--- src/rtl/pio_pkg.sv ---
// Shared definitions for the PIO instruction memory block.
//   INSTR_MEM_BASE : byte address of INSTR_MEM0 (words at +4*k)
//   SM_INSTR_BASE  : byte address of SM0_INSTR
//   SM_STRIDE      : byte distance between consecutive SMn_INSTR registers
//   DEPTH, DATA_W  : default program depth and instruction width
//   instr_t        : one instruction word
//   even_parity()  : parity bit that makes a stored word plus its bit even
package pio_pkg;

    localparam logic [11:0] INSTR_MEM_BASE = 12'h048;
    localparam logic [11:0] SM_INSTR_BASE  = 12'h0D8;
    localparam logic [11:0] SM_STRIDE      = 12'h018;

    localparam int DEPTH  = 32;
    localparam int DATA_W = 16;

    typedef logic [15:0] instr_t;

    function automatic logic even_parity(input instr_t w);
        return ^w;
    endfunction

endpackage

--- src/rtl/pio_force_reg.sv ---
// Forced-instruction register for one state machine.
// A write loads the holding register and raises flag for exactly the next
// cycle; jmp_data keeps the last written word until the next write.
// Ports:
//   clk, reset_n : clock, asynchronous active-low reset
//   wr_en        : one-cycle write strobe (already qualified by the bus decode)
//   wr_data      : instruction word to force
//   jmp_data     : held forced instruction
//   flag         : one-cycle pulse following each write
module pio_force_reg
    import pio_pkg::*;
(
    input  logic              clk,
    input  logic              reset_n,
    input  logic              wr_en,
    input  logic [DATA_W-1:0] wr_data,
    output logic [DATA_W-1:0] jmp_data,
    output logic              flag
);

    logic [DATA_W-1:0] jmp_q, jmp_d;
    logic              flag_q, flag_d;

    always_comb begin
        jmp_d  = jmp_q;
        flag_d = wr_en;
        if (wr_en) begin
            jmp_d = wr_data;
        end
    end

    always_ff @(posedge clk or negedge reset_n) begin
        if (!reset_n) begin
            jmp_q  <= '0;
            flag_q <= 1'b0;
        end else begin
            jmp_q  <= jmp_d;
            flag_q <= flag_d;
        end
    end

    assign jmp_data = jmp_q;
    assign flag     = flag_q;

endmodule

--- src/rtl/pio_instr_mem.sv ---
// PIO instruction memory with APB program loader and per-SM fetch ports.
// DEPTH words of DATA_W bits, written through INSTR_MEMk; each of NUM_SM
// fetch ports reads independently with one cycle of latency. Also hosts the
// SMn_INSTR forced-execution registers (one pio_force_reg per SM).
// Optional build macro PIO_MEM_PARITY_EN adds a stored even-parity bit per
// word and the parity_err output.
// Ports:
//   clk, reset_n                  : clock, asynchronous active-low reset
//   psel/penable/pwrite/paddr/pwdata : APB request (write-only register map)
//   prdata, pready, pslverr       : APB response (prdata always 0)
//   pc, rd                        : fetch address and request per SM
//   instr_data, instr_valid       : fetched word per SM, valid for one cycle
//   flag_abnormal, jmp_data       : forced-instruction pulse and word per SM
//   parity_err                    : (PIO_MEM_PARITY_EN) fetched word parity bad
module pio_instr_mem #(
    parameter int NUM_SM = 4,
    parameter int DEPTH  = 32,
    parameter int DATA_W = 16
) (
    input  logic                            clk,
    input  logic                            reset_n,
    input  logic                            psel,
    input  logic                            penable,
    input  logic                            pwrite,
    input  logic [11:0]                     paddr,
    input  logic [31:0]                     pwdata,
    output logic [31:0]                     prdata,
    output logic                            pready,
    output logic                            pslverr,
    input  logic [NUM_SM*$clog2(DEPTH)-1:0] pc,
    input  logic [NUM_SM-1:0]               rd,
    output logic [NUM_SM*DATA_W-1:0]        instr_data,
    output logic [NUM_SM-1:0]               instr_valid,
`ifdef PIO_MEM_PARITY_EN
    output logic [NUM_SM-1:0]               parity_err,
`endif
    output logic [NUM_SM-1:0]               flag_abnormal,
    output logic [NUM_SM*DATA_W-1:0]        jmp_data
);

    import pio_pkg::*;

    localparam int ADDR_W = $clog2(DEPTH);
`ifdef PIO_MEM_PARITY_EN
    localparam int MEM_W = DATA_W + 1;
`else
    localparam int MEM_W = DATA_W;
`endif
    localparam logic [11:0] MEM_END = INSTR_MEM_BASE + 12'(DEPTH * 4);

    logic [MEM_W-1:0]  mem_q [DEPTH];
    logic [MEM_W-1:0]  mem_d [DEPTH];
    logic [DATA_W-1:0] instr_data_q [NUM_SM];
    logic [DATA_W-1:0] instr_data_d [NUM_SM];
    logic [NUM_SM-1:0] instr_valid_q, instr_valid_d;
`ifdef PIO_MEM_PARITY_EN
    logic [NUM_SM-1:0] parity_err_q, parity_err_d;
`endif

    logic              wr_access;
    logic              mem_hit;
    logic [NUM_SM-1:0] sm_hit;
    logic [11:0]       mem_off;
    logic [ADDR_W-1:0] wr_idx;
    logic [MEM_W-1:0]  wr_word;
    logic              unused_bits;

    // Bus decode: only the APB access phase of a write can change state.
    always_comb begin
        wr_access = psel & penable & pwrite;
        mem_off   = paddr - INSTR_MEM_BASE;
        wr_idx    = mem_off[ADDR_W+1:2];
        mem_hit   = wr_access && (paddr >= INSTR_MEM_BASE) && (paddr < MEM_END)
                    && (paddr[1:0] == 2'b00);
        for (int n = 0; n < NUM_SM; n++) begin
            sm_hit[n] = wr_access && (paddr == SM_INSTR_BASE + SM_STRIDE * 12'(n));
        end
`ifdef PIO_MEM_PARITY_EN
        wr_word = {even_parity(pwdata[DATA_W-1:0]), pwdata[DATA_W-1:0]};
`else
        wr_word = pwdata[DATA_W-1:0];
`endif
    end

    assign pslverr     = wr_access & ~mem_hit & ~(|sm_hit);
    assign prdata      = '0;
    assign pready      = 1'b1;
    assign unused_bits = ^{pwdata[31:DATA_W], mem_off[11:ADDR_W+2], mem_off[1:0]};

    // Program store update.
    always_comb begin
        for (int i = 0; i < DEPTH; i++) begin
            mem_d[i] = mem_q[i];
        end
        if (mem_hit) begin
            mem_d[wr_idx] = wr_word;
        end
    end

    // Fetch ports. A write landing on the fetched address in the same cycle
    // is forwarded so the SM never sees the stale word.
    always_comb begin
        logic [ADDR_W-1:0] pc_n;
        logic [MEM_W-1:0]  word;
        pc_n = '0;
        word = '0;
        instr_valid_d = rd;
`ifdef PIO_MEM_PARITY_EN
        parity_err_d = '0;
`endif
        for (int n = 0; n < NUM_SM; n++) begin
            instr_data_d[n] = instr_data_q[n];
            pc_n = pc[n*ADDR_W +: ADDR_W];
            word = (mem_hit && (wr_idx == pc_n)) ? wr_word : mem_q[pc_n];
            if (rd[n]) begin
                instr_data_d[n] = word[DATA_W-1:0];
`ifdef PIO_MEM_PARITY_EN
                parity_err_d[n] = ^word;
`endif
            end
        end
    end

    always_ff @(posedge clk or negedge reset_n) begin
        if (!reset_n) begin
            for (int i = 0; i < DEPTH; i++) begin
                mem_q[i] <= '0;
            end
            for (int n = 0; n < NUM_SM; n++) begin
                instr_data_q[n] <= '0;
            end
            instr_valid_q <= '0;
`ifdef PIO_MEM_PARITY_EN
            parity_err_q  <= '0;
`endif
        end else begin
            for (int i = 0; i < DEPTH; i++) begin
                mem_q[i] <= mem_d[i];
            end
            for (int n = 0; n < NUM_SM; n++) begin
                instr_data_q[n] <= instr_data_d[n];
            end
            instr_valid_q <= instr_valid_d;
`ifdef PIO_MEM_PARITY_EN
            parity_err_q  <= parity_err_d;
`endif
        end
    end

    assign instr_valid = instr_valid_q;
`ifdef PIO_MEM_PARITY_EN
    assign parity_err  = parity_err_q;
`endif

    for (genvar n = 0; n < NUM_SM; n++) begin : g_sm
        assign instr_data[n*DATA_W +: DATA_W] = instr_data_q[n];

        pio_force_reg u_force (
            .clk      (clk),
            .reset_n  (reset_n),
            .wr_en    (sm_hit[n]),
            .wr_data  (pwdata[DATA_W-1:0]),
            .jmp_data (jmp_data[n*DATA_W +: DATA_W]),
            .flag     (flag_abnormal[n])
        );
    end

endmodule
--- config.mk ---
export PLATFORM = sky130hd
export DESIGN_NAME = pio_instr_mem
export DESIGN_NICKNAME = d
export VERILOG_FILES = /design/src/rtl/pio_pkg.sv /design/src/rtl/pio_force_reg.sv /design/src/rtl/pio_instr_mem.sv
export SDC_FILE = /design/constraint.sdc
export NUM_CORES = 1
export LEC_CHECK = 0
export CAP_MARGIN = 0
export CORE_UTILIZATION = 58
export CTS_BUF_LIST = sky130_fd_sc_hd__clkbuf_4 sky130_fd_sc_hd__clkbuf_8
export CTS_CLUSTER_DIAMETER = 50
export DETAILED_ROUTE_END_ITERATION = 6
export PLACE_DENSITY_LB_ADDON = 0.08
export RECOVER_POWER = 25
export SYNTH_ARGS = -nofsm -noshare
export SYNTH_HDL_FRONTEND = slang
export SYNTH_SLANG_ARGS = --single-unit
--- constraint.sdc ---
create_clock -name clk -period 2.2 [get_ports clk]
set_input_delay 0.44 -clock clk [delete_from_list [all_inputs] [get_ports clk]]
set_output_delay 0.44 -clock clk [all_outputs]
set_load 0.01 [all_outputs]
-- Yosys cells after proc, flatten, opt, wreduce, memory -nomap -nowiden
Cells that the tools add are included.
- register bits: 648
- output and inout port bits: 170
- word-level logic and storage cells: 106
- add/sub/neg operators: 1
- $lt $le $gt $ge: 8
- eq/ne operators: 8
- multiplexer cells: 19
- bitwise logic cells: 11
- reduce and logical (&&, ||, !) cells: 14
- operator list (kind ; number):
    $bwmux W512 ; 1
    $bmux W16 S5 ; 4
    $mux W16 ; 13
    $demux W16 S5 ; 1
    $ge A6 B6 Y1 const B ; 5
    $not A5 Y6 ; 5
    $eq A12 B8 Y1 const B ; 2
    $eq A12 B9 Y1 const B ; 2
    $eq A5 B5 Y1 ; 4
    $ge A12 B7 Y1 const B ; 1
    $logic_and A1 B1 Y1 ; 12
    $lt A12 B8 Y1 const B ; 1
    $sub A7 B7 Y7 const B ; 1
    $lt A6 B1 Y1 const B ; 1
    $and A1 B1 Y1 ; 4
    $reduce_or A4 Y1 ; 1
    $logic_not A2 Y1 ; 1
    $not A1 Y1 ; 2

-- Logic depth before layout (Yosys ltp)
Gate-level depths: netlist (run 1).
- depth after elaboration: 8
- gate-level depth with buffers: 11
- gate-level depth less buffers: 7

-- Cells and area by module
Synthesis (run 1) repeated with hierarchy kept, for this count alone.
- cell total of the unflattened synthesis: 2856
- area, all modules: 40871.7 um2
- modules (own cells, without submodules) (module ; instances ; cells each ; area an instance (um2) ; sequential area each (um2)):
    pio_instr_mem ; 1 ; 2716 ; 38174.1 ; 14513.9
    pio_force_reg ; 4 ; 35 ; 674.4 ; 425.4

-- Worst setup path before layout (run 1)
Ideal clock, no wire load.
- path type: input to register
- start point: input paddr[3]
- end point: register mem_q[389] (netlist bit)
- setup time: 125 ps
- data arrival time: 2585 ps
- required time: 2075 ps
- path slack: -509 ps
- stages on the path: 10
- buffers on the path: 3
- cells stage by stage: buf_4 inv_1 ha_1 buf_1 xor2_1 nor2_1 nand2_1 nor3_2 buf_2 mux2_2
- word-level cells in the longest chain between the ends: 7
- elaborated cells on any way between the ends: 13
- classes of those cells: add/sub: 1; order compare: 4; mux: 3; bitwise: 1; reduce/logical: 4
- RTL lines (element ; RTL line ; source):
    from (decl) ; pio_instr_mem.sv:25 ; input logic [11:0] paddr,
    $sub A7 B7 Y7 ; pio_instr_mem.sv:71 ; mem_off = paddr - INSTR_MEM_BASE;
    $not A5 Y6 (implied by the code) ; pio_instr_mem.sv:96 ; mem_d[wr_idx] = wr_word;
    $ge A6 B6 Y1 (implied by the code) or $lt A6 B1 Y1 (tied branches) ; pio_instr_mem.sv:96 ;
    $logic_and A1 B1 Y1 (implied by the code) ; pio_instr_mem.sv:96 ;
    $mux W16 (implied by the code) ; pio_instr_mem.sv:96 ;
    $demux W16 S5 ; pio_instr_mem.sv:96 ;
    $bwmux W512 ; pio_instr_mem.sv:96 ;
    to (signal, indexed assignment) ; pio_instr_mem.sv:138 ; mem_q[i] <= mem_d[i];
    to (decl) ; pio_instr_mem.sv:51 ; logic [MEM_W-1:0] mem_q [DEPTH];
Parallel ways exist; a longest one is shown, timed or not.
A chain may end at the register's enable or synchronous reset.

-- Worst setup path after layout (run 1)
- start point: input pc[13]
- end point: register instr_data_q (netlist bit instr_data[40])
- word-level cells in the longest chain between the ends: 5
- elaborated cells on any way between the ends: 7
- classes of those cells: eq/ne: 1; mux: 4; bitwise: 1; reduce/logical: 1
- RTL lines (element ; RTL line ; source):
    from (decl) ; pio_instr_mem.sv:30 ; input logic [NUM_SM*$clog2(DEPTH)-1:0] pc,
    $not A5 Y6 (implied by the code) ; pio_instr_mem.sv:114 ; word = (mem_hit && (wr_idx == pc_n)) ? wr_word : mem_q[pc_n];
    $bmux W16 S5 ; pio_instr_mem.sv:114 ;
    $mux W16 (implied by the code) (2 in a row) ; pio_instr_mem.sv:114 ;
    $mux W16 (*) ; pio_instr_mem.sv:114 ;
    to (signal, indexed assignment) ; pio_instr_mem.sv:141 ; instr_data_q[n] <= instr_data_d[n];
    to (decl) ; pio_instr_mem.sv:53 ; logic [DATA_W-1:0] instr_data_q [NUM_SM];
Every way passes the cells marked *; elsewhere a longest branch is shown, timed or not. The select of a mux whose other input is x is not followed.

==> results of run 1 <==
[worst max-delay path, stage by stage]
cell,delay (ns)
clkdlybuf4s50_1,0.58
buf_4,0.18
or3b_1,0.18
buf_4,0.33
o22ai_1,0.15
nor4_1,0.50
buf_4,0.27
nand2_1,0.08
a31oi_1,0.16
[routing by layer]
layer | vias up | routed length (µm)
met2 | 2762 | 70300
met3 | 814 | 24700
met4 | 14 | 14200
li1 | 12400 | -
met5 | - | 259
met1 | 16900 | 56200
[final timing paths]
| check | start | to | depth (start not counted) |
|---|---|---|---|
| setup reg to reg | mem_q[330] | instr_data[26] | 5 |
| hold / removal | rd[1] | instr_valid[1] | 1 |
| min in group asynchronous | reset_n | instr_data[33] | 2 |
| setup / recovery | pc[13] | instr_data[40] | 9 |
| max in group asynchronous | reset_n | mem_q[467] | 4 |
| hold reg to reg | instr_data[27] | instr_data[27] | 2 |
[power by group through the flow]
stage               combinational [W]  sequential (W)  clock [W]
floorplan                     0.00178          0.0125          0
global placement              0.00437          0.0124          0
detailed placement            0.00442          0.0124          0
CTS                           0.00444          0.0122     0.0131
global route                  0.00474          0.0122     0.0136
finish                        0.00461          0.0122     0.0130
[synthesized netlist by cell type, drive strengths merged (5+ instances only)]
cell | number | area share (%)
nand4 | 23 | 0.39
nor2 | 85 | 0.84
xnor2 | 8 | 0.22
or4 | 6 | 0.11
nand3 | 28 | 0.35
or2 | 5 | 0.077
xnor3 | 7 | 0.39
buf | 185 | 2.6
xor2 | 11 | 0.26
o22ai | 228 | 3.5
or3b | 11 | 0.24
clkbuf | 169 | 1.6
mux4 | 512 | 28
nand3b | 11 | 0.20
o21ai | 17 | 0.21
nor3 | 12 | 0.27
dfrtp | 648 | 40
or3 | 13 | 0.20
nor4 | 51 | 0.85
a31oi | 56 | 0.86
nand2b | 15 | 0.23
nand2 | 124 | 1.1
inv | 7 | 0.065
mux2 | 576 | 16
mux2i | 10 | 0.25
o221ai | 17 | 0.37
[cells by family after synthesis]
family / count (synthesis) / share of synthesized area (%)
AO/OA/AOI/OAI: 323 / 5.07
other: 2 / 0.0185
adder cells (fa/ha/maj): 1 / 0.0308
XOR/XNOR: 27 / 0.922
flip-flops: 648 / 40.0
AND/OR/NAND/NOR: 390 / 5.01
buffers and inverters: 361 / 4.23
multiplexers: 1098 / 44.8
[cell type report]
| cell class | count | area (µm²) | share of cell area [%] |
|---|---|---|---|
| tap | 931 | 1160 | 2.27 |
| inverter | 7 | 26.3 | 0.0512 |
| multi-input combinational | 1872 | 23100 | 45.1 |
| clock buffer | 169 | 2130 | 4.16 |
| sequential | 648 | 16200 | 31.6 |
| clock inverter | 42 | 551 | 1.07 |
| timing repair buffer | 709 | 8070 | 15.7 |
| antenna | 3 | 7.51 | 0.0146 |
[registers in the layout, indices dropped and copies added, names as in the netlist]
signal / cells
g_sm.u_force.flag: 4
g_sm.u_force.jmp_data: 64
instr_data: 64
instr_valid: 4
mem_q: 512
[through the flow]
step / setup WS, ns / cell area, µm² / util [%] / instances
floorplan: -0.247 / 40900 / - / 2881
global placement: -0.893 / 48400 / 70.2 / 4155
detailed placement: -0.897 / 48400 / 70.2 / 4155
CTS: 0.00529 / 51200 / 74.2 / 4372
global route: -0.0757 / 51300 / 74.4 / 4379
finish: -0.0289 / 51300 / 74.4 / 4381
[layout by cell type, fill, tap and decap left out, drive strengths merged, types with 12 or more instances in the layout]
cell / instances
a31oi: 56
nand2: 124
clkinv: 21
clkbuf: 189
o21ai: 17
mux4: 512
nor3: 12
nand4: 23
nand2b: 15
o22ai: 228
mux2: 576
nor4: 51
o221ai: 17
dfrtp: 648
buf: 508
nor2: 85
nand3: 28
or3: 13
clkdlybuf4s50: 170
conb: 33
[repair_timing]
action	4_1_cts	5_1_grt
gates resized for setup	22	24
buffers inserted	6	4
endpoints found under the setup margin	373	99
hold buffers	1	0
cloned	0	2
pin swaps	7	12
endpoints found under the hold margin	190	0
==> impl_metrics.csv, run 1 <==
group,metric,value,unit
global_route,grt_pass1_wl,237000,µm
synth,synthesis.area,40600,µm²
global_route,use_met2,66.7,%
routing,antenna_left,0,
clock_network,clock_latency,0.77,ns
power,power.share.switching,27.6,%
floorplanning,row_count,96,
setup_path,reg2reg_slack,0.07,ns
floorplanning,dieWidth,266,µm
floorplanning,initial_core_util,58.8,%
synth,synthFlopType,"dfrtp_1",
synth,ys_types,52,
placement,place_congestion,1.01,
clock_network,htreeDepth,3,
sta,hold_viol,0,
routing,drc,0,
power,comb_power_share,15.5,%
floorplanning,core_area,68900,µm²
synth,synth_edf_count,0,
sta,clock.fmax,449,MHz
status,failed_checks,"max-capacitance violations, max-slew violations, negative setup slack",
sta,relSlewSlack,-5.58,%
global_route,use_met1,60.5,%
clock_network,cts.clk_slew.worst_paths,0.06,ns
sta,setup_viol,4,
power,p_switching,0.00825,W
power,p_per_area,582,nW/µm²
sta,hold-worst-slack,0.114,ns
power,p_seq_share,40.9,%
global_route,antenna_found_initial,11,
status,outcome,"finished with violations",
clock_network,cts_buffers,114,
sta,clock_skew,0.0356,ns
sta,fin_crit,2.23,ns
sta,timing.final.max_slew_violations,34,
global_route,grt_max_degree,84,
clock_network,cts_tree,"done",
final_layout,nFillCells,4464,
routing,routed_via_density,7.51,
clock_network,clock_sinks,648,
routing,totalWireLength,166000,µm
global_route,gr-total-overflow,0,
routing,drt_iter0_drc,4693,
sta,worstMarginPinSlew,1.58,ns
final_layout,areaGrowthSynthToFinish,26.5,%
setup_path,worst-path-max-fanout,9,
sta,fin_tns_setup,-0.0709,ns
global_route,grtUsageMet3,19.8,%
placement,port_buffers,193,
global_route,busiest_layer,"met2",
clock_network,cts.path.max_buffers,3,
final_layout,nets,3426,
clock_network,cts_root_buf,"clkbuf_8",
final_layout,drive_gt1_share,54.7,%
sta,fin_crit_sh,101,%
synth,syn_inst,2850,
floorplanning,die_height,266,µm
global_route,grt_pass1_vias,33200,
setup_path,end_kind,"register",
power,leakage,22.7,nW
routing,dr_total_vias,32900,
job,maxCapViolCount,1,
synth,ys_ff_latch,648,
synth,synth_warnings,0,
worst_hold_path,min_path_type,"input port to register",
synth,syn_area_per_cell,14.2,µm²
sta,fin_ws,-0.0289,ns
power,irDropWorstVdd,572,µV
setup_path,critical_path_class,"input port to register",
synth,ys_seq_area_share,40.0,%
global_route,grt_util_all_layers,47.7,%
synth,synthArstFlopShare,100,%
setup_path,cp_data_required_time,2.86,ns
routing,firstDrtPassIters,6,
routing,wl_per_cell,37.8,µm
floorplanning,ios,243,
placement,hpwl,115000,µm
setup_path,crit_arrival,2.89,ns
setup_path,start_kind,"input port",
floorplanning,dieArea,71000,µm²
power,power_frac_clock,43.6,%
power,p_int,0.0216,W
power,finalPower,0.0298,W
Power figures use the tool's default switching activity.
==> run 2, diff against run 1 <==
DONT_BUFFER_PORTS = 1   (was unset)
==> run 2 against run 1 <==
The run ends with negative hold slack, max-slew violations, negative setup slack left. Design area down 11%. Combinational power down 47%. Worst hold slack got worse by 0.71 ns. Highest routed layer is now met4. Utilization decreased by 7.8 points. Die area unchanged. Critical endpoint is now mem_q[334].
==> impl_metrics.csv, run 2 (synthesis gave the netlist of run 1 again) <==
group,metric,value,unit
status,outcome,"finished with violations",
status,failed_checks,"negative hold slack, max-slew violations, negative setup slack",
global_route,grt_pass1_wl,215000,µm
sta,fin_tns_setup,-33.25,ns
clock_network,cts_root_buf,"clkbuf_8",
floorplanning,row_count,96,
global_route,busiest_layer,"met2",
clock_network,cts_setup_buffers,0,
sta,relSlewSlack,-157,%
global_route,antenna_found_initial,5,
power,p_int,0.0204,W
setup_path,cp.depth,0,
floorplanning,dieArea,71000,µm²
setup_path,end_kind,"asynchronous set/reset pin",
power,power_frac_clock,46.3,%
power,irDropWorstVdd,473,µV
final_layout,final_cell_mix,"dfrtp_1, mux2_2, mux4_2",
routing,antenna_left,0,
clock_network,cts_hold_buf,27,
clock_network,clock_latency,0.74,ns
routing,drt_iter0_drc,4242,
global_route,grt_pass1_vias,30000,
setup_path,crit-reg2reg-launch,"mem_q[2]",
sta,clock_skew,0.0282,ns
placement,hpwl,92700,µm
power,p_switching,0.00702,W
routing,totalWireLength,148000,µm
floorplanning,dieWidth,266,µm
global_route,use_met2,60.3,%
global_route,use_met1,55.8,%
final_layout,final_common_cell,"dfrtp_1",
final_layout,nFillCells,5044,
final_layout,drive_gt1_share,53.4,%
routing,drc,0,
routing,firstDrtPassIters,6,
global_route,grt_util_all_layers,42.8,%
job,maxCapViolCount,0,
sta,fin_crit_sh,110,%
clock_network,cts_buffers,114,
sta,hold_viol,286,
setup_path,crit_arrival,2.36,ns
routing,dr_total_vias,30000,
sta,hold-worst-slack,-0.596,ns
final_layout,seqCellArea,16200,µm²
sta,clock.fmax,413,MHz
setup_path,r2r-end,"instr_data[34]",
placement,place_congestion,0.970,
clock_network,clock_sinks,648,
setup_path,cp_data_required_time,2.14,ns
global_route,grtUsageMet3,19.2,%
routing,routed_via_density,7.68,
global_route,gr-total-overflow,0,
routing,wl_per_cell,37.9,µm
clock_network,htreeDepth,3,
final_layout,areaGrowthSynthToFinish,13.1,%
setup_path,r2r_cells,6,
worst_hold_path,min_path_type,"input port to asynchronous set/reset pin",
power,comb_power_share,8.9,%
power,p_per_area,598,nW/µm²
setup_path,critical_path_class,"input port to asynchronous set/reset pin",
floorplanning,die_height,266,µm
sta,setup_viol,200,
power,p_seq_share,44.8,%
final_layout,multiInputGateArea,23000,µm²
power,leakage,20.1,nW
sta,fin_crit,2.42,ns
clock_network,cts.path.max_buffers,3,
setup_path,worst-path-max-fanout,648,
floorplanning,initial_core_util,58.8,%
sta,fin_ws,-0.223,ns
global_route,grt_max_degree,649,
setup_path,start_kind,"input port",
placement,dp_slack,-0.258,ns
sta,timing.final.max_slew_violations,569,
final_layout,largest_register_ffs,512,
power,power.share.switching,25.6,%
final_layout,top_register,"mem_q",
floorplanning,core_area,68900,µm²
clock_network,cts_tree,"done",
final_layout,nets,2956,
clock_network,cts.clk_slew.worst_paths,0.06,ns
setup_path,reg2reg_slack,0.06,ns
floorplanning,ios,243,
sta,worstMarginPinSlew,3.85,ns
placement,port_buffers,0,
## run 2: metrics by stage
stage | power [W] | cells | area (µm²) | util, % | hold slack (ns)
2_1_floorplan | 0.0143 | 2881 | 40900 | - | 0.144
3_3_place_gp | 0.0145 | 3670 | 42800 | 62.1 | 0.168
3_5_place_dp | 0.0145 | 3670 | 42800 | 62.1 | 0.167
4_1_cts | 0.0274 | 3906 | 45800 | 66.5 | -0.627
5_1_grt | 0.0281 | 3910 | 45900 | 66.6 | -0.620
6_report | 0.0274 | 3911 | 45900 | 66.6 | -0.596
## run 2: how the worst max path moves through the flow
stage | startpoint | endpoint | slack, ns
floorplan | paddr[3] | mem_q[325] | -0.25
detailed placement | paddr[10] | mem_q[7] | -0.26
CTS | paddr[10] | pslverr | 0.06
finish | reset_n | mem_q[334] | -0.22
global route | paddr[5] | instr_data[44] | -0.001
global placement | paddr[10] | mem_q[204] | -0.19
## run 2: layout make-up
type,instances,area share [%]
Inverter,7,0.0572
Timing Repair Buffer,239,6.26
Antenna cell,5,0.0273
Multi-Input combinational cell,1872,50.1
Tap cell,931,2.54
Clock buffer,161,4.46
Sequential cell,648,35.3
Clock inverter,48,1.17
## run 2: per-layer routing
metal | vias up | wire (µm) | part of all wire (%)
met3 | 590 | 23400 | 16
met4 | 0 | 9530 | 6.4
met2 | 2478 | 63500 | 43
met1 | 15500 | 51900 | 35
met5 | - | 0 | 0
li1 | 11500 | - | -
## run 2: power groups by stage
stage / clock network (W) / logic (W) / registers, W
2_1_floorplan: 0 / 0.00178 / 0.0125
3_3_place_gp: 0 / 0.00194 / 0.0125
3_5_place_dp: 0 / 0.00196 / 0.0125
4_1_cts: 0.0128 / 0.00230 / 0.0123
5_1_grt: 0.0133 / 0.00248 / 0.0123
6_report: 0.0127 / 0.00244 / 0.0123
## run 2: what timing repair did
action / in CTS / in global routing
resized for setup: 0 / 8
endpoints found under the setup margin: 0 / 5
hold endpoints to repair: 1292 / 648
